$ cat config.mk
export PLATFORM = sky130hd
export DESIGN_NAME = miner_job_sequencer_flat
export DESIGN_NICKNAME = d
export VERILOG_FILES = /design/src/rtl/miner_job_sequencer_pkg.sv /design/src/rtl/miner_job_sequencer_if.sv /design/src/rtl/miner_job_sequencer_fifo.sv /design/src/rtl/miner_job_sequencer.sv /design/src/flat_wrapper.sv
export SDC_FILE = /design/constraint.sdc
export NUM_CORES = 1
export LEC_CHECK = 0
export CORE_MARGIN = 4
export CORE_UTILIZATION = 55
export CTS_CLUSTER_DIAMETER = 100
export CTS_CLUSTER_SIZE = 40
export DETAILED_ROUTE_END_ITERATION = 16
export PLACE_DENSITY = 0.9
export SYNTH_ARGS = -nofsm -noshare
export SYNTH_HDL_FRONTEND = slang
export SYNTH_SLANG_ARGS = --single-unit
$ cat constraint.sdc
create_clock -name clk -period 7.1 [get_ports clk]
set_clock_uncertainty 0.1 [all_clocks]
set_input_delay 1.065 -clock clk [delete_from_list [all_inputs] [get_ports clk]]
set_output_delay 1.065 -clock clk [all_outputs]
set_load 0.02 [all_outputs]
$ cat src/rtl/miner_job_sequencer_pkg.sv
// Shared definitions for the miner job sequencer.
//   - ID_W / CNT_W : job id width and jobs_done counter width
//   - state_t      : sequencer FSM state encoding (IDLE, RST, RUN, RES)
//   - entry_width  : width of one job FIFO entry {data, target, id}
package miner_pkg;

  localparam int unsigned ID_W  = 8;
  localparam int unsigned CNT_W = 16;

  typedef logic [1:0] state_t;
  localparam state_t IDLE = 2'd0;
  localparam state_t RST  = 2'd1;
  localparam state_t RUN  = 2'd2;
  localparam state_t RES  = 2'd3;

  function automatic int unsigned entry_width(input int unsigned bytes,
                                              input int unsigned target_w);
    return bytes * 8 + target_w + ID_W;
  endfunction

endpackage

$ cat src/rtl/miner_job_sequencer_if.sv
// Job-submission and result handshake bundle between a host and the sequencer.
//   master : host side   - offers jobs, consumes results
//   slave  : sequencer   - accepts jobs, presents held results
interface miner_job_sequencer_if
  import miner_pkg::*;
#(
  parameter int unsigned BYTES    = 12,
  parameter int unsigned TARGET_W = 8,
  parameter int unsigned NONCE_W  = 32
);

  logic                job_valid;
  logic                job_ready;
  logic [BYTES*8-1:0]  job_data;
  logic [TARGET_W-1:0] job_target;

  logic                res_valid;
  logic                res_ready;
  logic                res_found;
  logic [NONCE_W-1:0]  res_nonce;
  logic [ID_W-1:0]     res_job_id;

  modport master (
    output job_valid, job_data, job_target, res_ready,
    input  job_ready, res_valid, res_found, res_nonce, res_job_id
  );

  modport slave (
    input  job_valid, job_data, job_target, res_ready,
    output job_ready, res_valid, res_found, res_nonce, res_job_id
  );

endinterface

$ cat src/rtl/miner_job_sequencer_fifo.sv
// Synchronous job FIFO with first-word fall-through read.
//   clk, rst_n : clock, asynchronous active-low reset
//   push, din  : write strobe and data (ignored when full)
//   pop, dout  : read strobe and head-of-queue data (ignored when empty)
//   full/empty : occupancy flags
module miner_job_fifo #(
  parameter int unsigned WIDTH = 8,
  parameter int unsigned DEPTH = 4
) (
  input  logic             clk,
  input  logic             rst_n,
  input  logic             push,
  input  logic             pop,
  input  logic [WIDTH-1:0] din,
  output logic [WIDTH-1:0] dout,
  output logic             full,
  output logic             empty
);

  localparam int unsigned AW = $clog2(DEPTH);

  logic [WIDTH-1:0] mem [DEPTH];
  // Extra MSB distinguishes full from empty when the address bits match.
  logic [AW:0]      wr_ptr_q, rd_ptr_q;

  assign empty = (wr_ptr_q == rd_ptr_q);
  assign full  = (wr_ptr_q[AW] != rd_ptr_q[AW]) && (wr_ptr_q[AW-1:0] == rd_ptr_q[AW-1:0]);
  assign dout  = mem[rd_ptr_q[AW-1:0]];

  always_ff @(posedge clk or negedge rst_n) begin
    if (!rst_n) begin
      wr_ptr_q <= '0;
      rd_ptr_q <= '0;
    end else begin
      if (push && !full)  wr_ptr_q <= wr_ptr_q + 1'b1;
      if (pop  && !empty) rd_ptr_q <= rd_ptr_q + 1'b1;
    end
  end

  always_ff @(posedge clk) begin
    if (push && !full) mem[wr_ptr_q[AW-1:0]] <= din;
  end

endmodule

$ cat src/rtl/miner_job_sequencer.sv
// Queues header/target jobs and sequences each onto the miner core:
// load, hold miner_reset low, run under a watchdog, then hold the result.
//   clk, reset        : clock, asynchronous active-low reset
//   bus (slave)       : job accept handshake and held-result handshake
//   timeout_cycles    : run-cycle limit, 0 disables the watchdog
//   miner_*           : reset/header/target to the miner, finished/nonce back
//   busy, jobs_done   : activity flag and count of consumed results
module miner_job_sequencer
  import miner_pkg::*;
#(
  parameter int unsigned BYTES      = 12,
  parameter int unsigned TARGET_W   = 8,
  parameter int unsigned NONCE_W    = 32,
  parameter int unsigned JOB_DEPTH  = 4,
  parameter int unsigned TIMEOUT_W  = 20,
  parameter int unsigned RST_CYCLES = 2
) (
  input  logic                  clk,
  input  logic                  reset,
  miner_job_sequencer_if.slave  bus,
  input  logic [TIMEOUT_W-1:0]  timeout_cycles,
  output logic                  miner_reset,
  output logic [BYTES*8-1:0]    miner_data,
  output logic [TARGET_W-1:0]   miner_target,
  input  logic                  miner_finished,
  input  logic [NONCE_W-1:0]    miner_nonce,
  output logic                  busy,
  output logic [CNT_W-1:0]      jobs_done
);

  localparam int unsigned EW  = entry_width(BYTES, TARGET_W);
  localparam int unsigned RCW = $clog2(RST_CYCLES + 1);

  // Assertion is immediate; release is delayed through two flops.
  logic [1:0] rst_sync_q;
  logic       rst_n;

  always_ff @(posedge clk or negedge reset) begin
    if (!reset) rst_sync_q <= 2'b00;
    else        rst_sync_q <= {rst_sync_q[0], 1'b1};
  end
  assign rst_n = rst_sync_q[1];

  logic          push, pop, fifo_full, fifo_empty;
  logic [EW-1:0] fifo_din, fifo_dout;

  state_t               state_q, state_d;
  logic [RCW-1:0]       rst_cnt_q, rst_cnt_d;
  logic [TIMEOUT_W-1:0] run_cnt_q, run_cnt_d;
  logic [ID_W-1:0]      id_cnt_q, id_cnt_d, cur_id_q, cur_id_d;
  logic                 mrst_q, mrst_d;
  logic [BYTES*8-1:0]   mdata_q, mdata_d;
  logic [TARGET_W-1:0]  mtarget_q, mtarget_d;
  logic                 res_valid_q, res_valid_d, res_found_q, res_found_d;
  logic [NONCE_W-1:0]   res_nonce_q, res_nonce_d;
  logic [ID_W-1:0]      res_id_q, res_id_d;
  logic [CNT_W-1:0]     done_q, done_d;

  assign push     = bus.job_valid && !fifo_full;
  assign fifo_din = {bus.job_data, bus.job_target, id_cnt_q};

  miner_job_fifo #(
    .WIDTH (EW),
    .DEPTH (JOB_DEPTH)
  ) u_fifo (
    .clk   (clk),
    .rst_n (rst_n),
    .push  (push),
    .pop   (pop),
    .din   (fifo_din),
    .dout  (fifo_dout),
    .full  (fifo_full),
    .empty (fifo_empty)
  );

  always_comb begin
    state_d     = state_q;
    rst_cnt_d   = rst_cnt_q;
    run_cnt_d   = run_cnt_q;
    id_cnt_d    = push ? id_cnt_q + 1'b1 : id_cnt_q;
    cur_id_d    = cur_id_q;
    mrst_d      = mrst_q;
    mdata_d     = mdata_q;
    mtarget_d   = mtarget_q;
    res_valid_d = res_valid_q;
    res_found_d = res_found_q;
    res_nonce_d = res_nonce_q;
    res_id_d    = res_id_q;
    done_d      = done_q;
    pop         = 1'b0;
    unique case (state_q)
      IDLE: begin
        if (!fifo_empty) begin
          pop       = 1'b1;
          mdata_d   = fifo_dout[EW-1 -: BYTES*8];
          mtarget_d = fifo_dout[ID_W +: TARGET_W];
          cur_id_d  = fifo_dout[ID_W-1:0];
          mrst_d    = 1'b0;
          rst_cnt_d = RCW'(RST_CYCLES - 1);
          state_d   = RST;
        end
      end
      RST: begin
        if (rst_cnt_q == '0) begin
          mrst_d    = 1'b1;
          run_cnt_d = '0;
          state_d   = RUN;
        end else begin
          rst_cnt_d = rst_cnt_q - 1'b1;
        end
      end
      RUN: begin
        if (run_cnt_q != '1) run_cnt_d = run_cnt_q + 1'b1;
        // Finished takes priority over a watchdog expiry in the same cycle.
        if (miner_finished) begin
          res_found_d = 1'b1;
          res_nonce_d = miner_nonce;
          res_valid_d = 1'b1;
          res_id_d    = cur_id_q;
          state_d     = RES;
        end else if (timeout_cycles != '0 && run_cnt_q == timeout_cycles) begin
          res_found_d = 1'b0;
          res_nonce_d = '0;
          res_valid_d = 1'b1;
          res_id_d    = cur_id_q;
          state_d     = RES;
        end
      end
      RES: begin
        if (bus.res_ready) begin
          res_valid_d = 1'b0;
          done_d      = done_q + 1'b1;
          mrst_d      = 1'b0;  // park the miner until the next job
          state_d     = IDLE;
        end
      end
      default: state_d = IDLE;
    endcase
  end

  always_ff @(posedge clk or negedge rst_n) begin
    if (!rst_n) begin
      state_q     <= IDLE;
      rst_cnt_q   <= '0;
      run_cnt_q   <= '0;
      id_cnt_q    <= '0;
      cur_id_q    <= '0;
      mrst_q      <= 1'b0;
      mdata_q     <= '0;
      mtarget_q   <= '0;
      res_valid_q <= 1'b0;
      res_found_q <= 1'b0;
      res_nonce_q <= '0;
      res_id_q    <= '0;
      done_q      <= '0;
    end else begin
      state_q     <= state_d;
      rst_cnt_q   <= rst_cnt_d;
      run_cnt_q   <= run_cnt_d;
      id_cnt_q    <= id_cnt_d;
      cur_id_q    <= cur_id_d;
      mrst_q      <= mrst_d;
      mdata_q     <= mdata_d;
      mtarget_q   <= mtarget_d;
      res_valid_q <= res_valid_d;
      res_found_q <= res_found_d;
      res_nonce_q <= res_nonce_d;
      res_id_q    <= res_id_d;
      done_q      <= done_d;
    end
  end

  assign bus.job_ready  = !fifo_full;
  assign bus.res_valid  = res_valid_q;
  assign bus.res_found  = res_found_q;
  assign bus.res_nonce  = res_nonce_q;
  assign bus.res_job_id = res_id_q;
  assign miner_reset    = mrst_q;
  assign miner_data     = mdata_q;
  assign miner_target   = mtarget_q;
  assign busy           = (state_q != IDLE) || !fifo_empty;
  assign jobs_done      = done_q;

endmodule

$ cat src/flat_wrapper.sv
// flat-port wrapper written by rule: the top's interface ports become plain ports
module miner_job_sequencer_flat import miner_pkg::*;
#(
  parameter int unsigned BYTES      = 12,
  parameter int unsigned TARGET_W   = 8,
  parameter int unsigned NONCE_W    = 32,
  parameter int unsigned JOB_DEPTH  = 4,
  parameter int unsigned TIMEOUT_W  = 20,
  parameter int unsigned RST_CYCLES = 2
)
  (clk, reset, timeout_cycles, miner_reset, miner_data, miner_target, miner_finished, miner_nonce, busy, jobs_done, bus_job_valid, bus_job_data, bus_job_target, bus_res_ready, bus_job_ready, bus_res_valid, bus_res_found, bus_res_nonce, bus_res_job_id);
  miner_job_sequencer_if #(.BYTES(BYTES), .TARGET_W(TARGET_W), .NONCE_W(NONCE_W)) bus_i ();
  input  logic clk;
  input  logic reset;
  input  logic [TIMEOUT_W-1:0] timeout_cycles;
  output logic miner_reset;
  output logic [BYTES*8-1:0] miner_data;
  output logic [TARGET_W-1:0] miner_target;
  input  logic miner_finished;
  input  logic [NONCE_W-1:0] miner_nonce;
  output logic busy;
  output logic [CNT_W-1:0] jobs_done;
  input wire logic [$bits(bus_i.job_valid)-1:0] bus_job_valid;
  input wire logic [$bits(bus_i.job_data)-1:0] bus_job_data;
  input wire logic [$bits(bus_i.job_target)-1:0] bus_job_target;
  input wire logic [$bits(bus_i.res_ready)-1:0] bus_res_ready;
  output wire logic [$bits(bus_i.job_ready)-1:0] bus_job_ready;
  output wire logic [$bits(bus_i.res_valid)-1:0] bus_res_valid;
  output wire logic [$bits(bus_i.res_found)-1:0] bus_res_found;
  output wire logic [$bits(bus_i.res_nonce)-1:0] bus_res_nonce;
  output wire logic [$bits(bus_i.res_job_id)-1:0] bus_res_job_id;
  assign bus_i.job_valid = bus_job_valid;
  assign bus_i.job_data = bus_job_data;
  assign bus_i.job_target = bus_job_target;
  assign bus_i.res_ready = bus_res_ready;
  assign bus_job_ready = bus_i.job_ready;
  assign bus_res_valid = bus_i.res_valid;
  assign bus_res_found = bus_i.res_found;
  assign bus_res_nonce = bus_i.res_nonce;
  assign bus_res_job_id = bus_i.res_job_id;
  miner_job_sequencer #(.BYTES(BYTES), .TARGET_W(TARGET_W), .NONCE_W(NONCE_W), .JOB_DEPTH(JOB_DEPTH), .TIMEOUT_W(TIMEOUT_W), .RST_CYCLES(RST_CYCLES)) u_core (.clk(clk), .reset(reset), .bus(bus_i), .timeout_cycles(timeout_cycles), .miner_reset(miner_reset), .miner_data(miner_data), .miner_target(miner_target), .miner_finished(miner_finished), .miner_nonce(miner_nonce), .busy(busy), .jobs_done(jobs_done));
endmodule
==> summary by stage <==
Timing
The max-slew violation count is 0. In the final timing run, aggregate negative setup slack is 0 ns. The final number of hold-violating endpoints came to 0. The max-slew headroom at the worst pin is between 20% and 30%. Setup repair after global routing left no endpoint under its margin.

After layout, the worst path uses 59.2% of the clock period. At the pin with the least slew margin, the transition time is roughly 1.1 ns. Setup violations remaining at the end of the flow were counted as 0. Hold is met by 0.278 ns. Subtracting the final worst setup slack from the clock period gives 4.21 ns. Derived from the worst setup path, the maximum achievable clock frequency is 238 MHz.

Power and ir drop
The worst-case IR drop observed on VDD is 0.308 mV. The cell area power density is 412 nW/um^2. The leakage power summed over all cells is approximately 10 nW.

Logic synthesis
Synthesis handed over a netlist of between 1000 and 1500 instances. The fraction of synthesis flops using an asynchronous set or reset pin is 32.0%. The share of the Yosys chip area taken by registers is 74.6%.

The synthesized area per cell is 19.2 sq um. The netlist area before placement is 25100 sq um. The number of nets in the synthesized netlist is roughly 1500.

The number of enable flip-flop cells after synthesis is between 400 and 500. The number of storage elements in the synthesis netlist is 659. The cell type contributing the most total cell area after synthesis is edfxtp_1.

Sorting the synthesized cells by area gives the leading types as edfxtp_1 54%, dfrtp_1 21%, mux4_2 10%. The Yosys warning count is 0. In this run, distinct cell masters in the synthesized netlist total 44. For this run, the leading register cell type out of synthesis is edfxtp_1. The share of the synthesized area in the top cell type is 53.6%.

Setup path
Along the worst path, the maximum fanout reaches 38. The worst endpoint data arrival time is 3.04 ns. The nature of the critical path endpoint is a primary output. The critical path is of the register to primary output type. The data required time of the worst path is about 6 ns. The element type at the critical path start is a register.

Floorplan
The full die area is about 49000 sq um. Once the floorplan was initialized, standard cells occupied 55.5% of the core. The width of the die is between 200 and 250 um. The area of the core is ~45000 sq um.

The cell row count is 78. The total I/O pin count is roughly 330. In this run the vertical extent of the chip is 222 um.

Global routing
The first-pass GRT wire length is 81800 um. The global routing usage summed across all routing layers is 21.3%. The initial antenna violation count came to 8.

The number of global-route vias before repair is 13540. Global routing finished with a remaining overflow of 0. Entering global routing, the biggest net connects 82 pins.

Routing
For this run, design rule violations remaining after detail routing come to 0. After the first detailed-routing iteration, the DRC count stood at 1051. Detailed routing inserted a total of between 10000 and 15000 vias. The final routed wirelength across all metal layers is 53000 um. The remaining number of nets flagged by the antenna check after routing is 0. In the final routed layout, each cell accounts on average for 23.8 um. Dividing the detail-routed via count by the number of cells gives 5.80. The first detailed-routing pass took 5 iterations.

Place
During placement, the flow inserted port buffers numbering 325. In this run the cell area measured after placement is 28900 sq um. The routability-driven placement congestion ratio is 0.914. Detailed placement finished with a half-perimeter wire length of about 35000 um.

Clock tree
The clock insertion delay at the later pin of the skew report is 0.61 ns. The longest clock path from root to sink contains 3 buffers. After clock tree synthesis, the flow added hold-fix buffers numbering 0. The clock-pin slew reported for the worst setup and hold paths after clock tree synthesis is 0.14 ns. Once the clock tree was built, the setup fixing pass inserted 0 buffers. The number of clock buffers added by TritonCTS is 20.

TritonCTS built the clock tree. The H-tree level count is 1. The number of sinks driven by the clock tree is 659. The post-CTS resize count is 0. The cell sitting at the root of the clock tree is a clkbuf_16.

Run status
The run finished with clean final reports.

Final layout
The share of layout cells above drive strength 1 is around 18%. The fill cell total of the finished layout is 2947. The share of the core filled with cells in the final layout is 65.3%. After routing the design area is 29600 sq um. The area growth from synthesis to layout is 17.7%.

The final layout contains approximately 1800 nets. The number of diodes added for antenna fixing is 0.

Min path
The classification of the worst-slack hold path is register to register.

Run
The max-cap violation count is 0.
[per-stage QoR]
| step | std cells | setup slack (ns) | power (mW) |
|---|---|---|---|
| after CTS | 2224 | 2.83 | 12.3 |
| after floorplan | 1307 | 0.685 | 8.83 |
| after global placement | 2188 | 3.29 | 10.4 |
| final | 2224 | 2.89 | 12.2 |
| after detailed placement | 2188 | 3.23 | 10.7 |
| after global routing | 2224 | 2.63 | 12.8 |
[cell usage in the layout, fill, tap and decap left out, types with 20 or more instances in the layout]
cell type          n
clkdlybuf4s50_1  325
mux2_2           114
nor2_1            22
nand2_1           35
nand3_1           54
xnor2_1           20
xor2_1            39
edfxtp_1         448
o21ai_0           46
dfrtp_1          208
inv_1             47
clkbuf_16         20
mux4_2           112
[cell usage after synthesis, drive strengths merged, types with 20 or more instances]
master and instances:
inv 47, nor2 22, xor2 39, clkbuf 23
dfrtp 211, o21ai 46, nand2 35, xnor2 20
mux2 122, nand3 54, edfxtp 448, mux4 112
buf 34
[report_power, final]
part	switching, mW	internal (mW)	total (mW)
combinational	2.32	2.26	4.58
sequential	0.618	5.33	5.95
clock	1.06	0.592	1.65
[flip-flops by register name, summed over array words and instances (netlist names), 2 cells and up]
name / flops
u_core.state_q: 2
u_core.miner_target: 8
u_core.u_fifo.wr_ptr_q: 3
u_core.u_fifo.rd_ptr_q: 3
u_core.rst_cnt_q: 2
u_core.rst_sync_q: 2
u_core.bus.res_nonce: 32
u_core.run_cnt_q: 20
u_core.jobs_done: 16
u_core.miner_data: 96
u_core.cur_id_q: 8
u_core.bus.res_job_id: 8
u_core.u_fifo.mem: 448
u_core.id_cnt_q: 8
[cell type report]
class / count / area, sq um / share of cell area, %
sequential: 659 / 18700 / 63.4
clock inverter: 5 / 82.6 / 0.279
timing repair buffer: 338 / 3350 / 11.3
clock buffer: 31 / 542 / 1.83
tap: 600 / 751 / 2.54
inverter: 47 / 176 / 0.597
multi-input combinational: 544 / 5920 / 20.0
[worst paths after layout]
path / endpoint / slack, ns / startpoint / cells past startpoint
setup / recovery: busy / 2.89 / u_core.u_fifo.rd_ptr_q[1] / 5
hold / removal: u_core.rst_sync_q[1] / 0.28 / u_core.rst_sync_q[0] / 0
setup reg to reg: u_core.miner_data[9] / 3.30 / u_core.u_fifo.rd_ptr_q[1] / 5
hold reg to reg: u_core.rst_sync_q[1] / 0.28 / u_core.rst_sync_q[0] / 0
max in group asynchronous: u_core.u_fifo.rd_ptr_q[1] / 4.73 / u_core.rst_sync_q[1] / 1
min in group asynchronous: u_core.miner_data[20] / 0.40 / u_core.rst_sync_q[1] / 0
[metal layers]
| metal | share of wire, % | GRT usage [%] | vias up | routed length (um) |
|---|---|---|---|---|
| li1 | - | - | 5611 | - |
| met1 | 40 | 28.9 | 6718 | 20900 |
| met2 | 51 | 36.2 | 473 | 26900 |
| met3 | 7.4 | 5.14 | 73 | 3920 |
| met4 | 2.1 | 4.08 | 16 | 1100 |
| met5 | 0.20 | 0 | - | 106 |
[critical path: stages (launching register included)]
cell,delay [ns]
dfrtp_4,0.83
xor2_1,0.16
nor3_1,0.46
and2_1,0.30
inv_1,0.08
clkdlybuf4s50_1,0.57
[cell families (layout without fill, tap and decap cells)]
kind of cell               Yosys count  count (layout)  share of synthesized area (%)
muxes                              237             237                           15.8
other                                1               1                         0.0149
AOI/OAI and AO/OA                   64              64                           1.44
buffers and inverters              104             421                           1.96
xor gates and xnor gates            59              59                           2.06
adders and majority gates           13              13                          0.648
DFF                                659             659                           74.6
and+or+nand+nor                    170             170                           3.54
No activity file was read; power rests on OpenSTA's default activity.
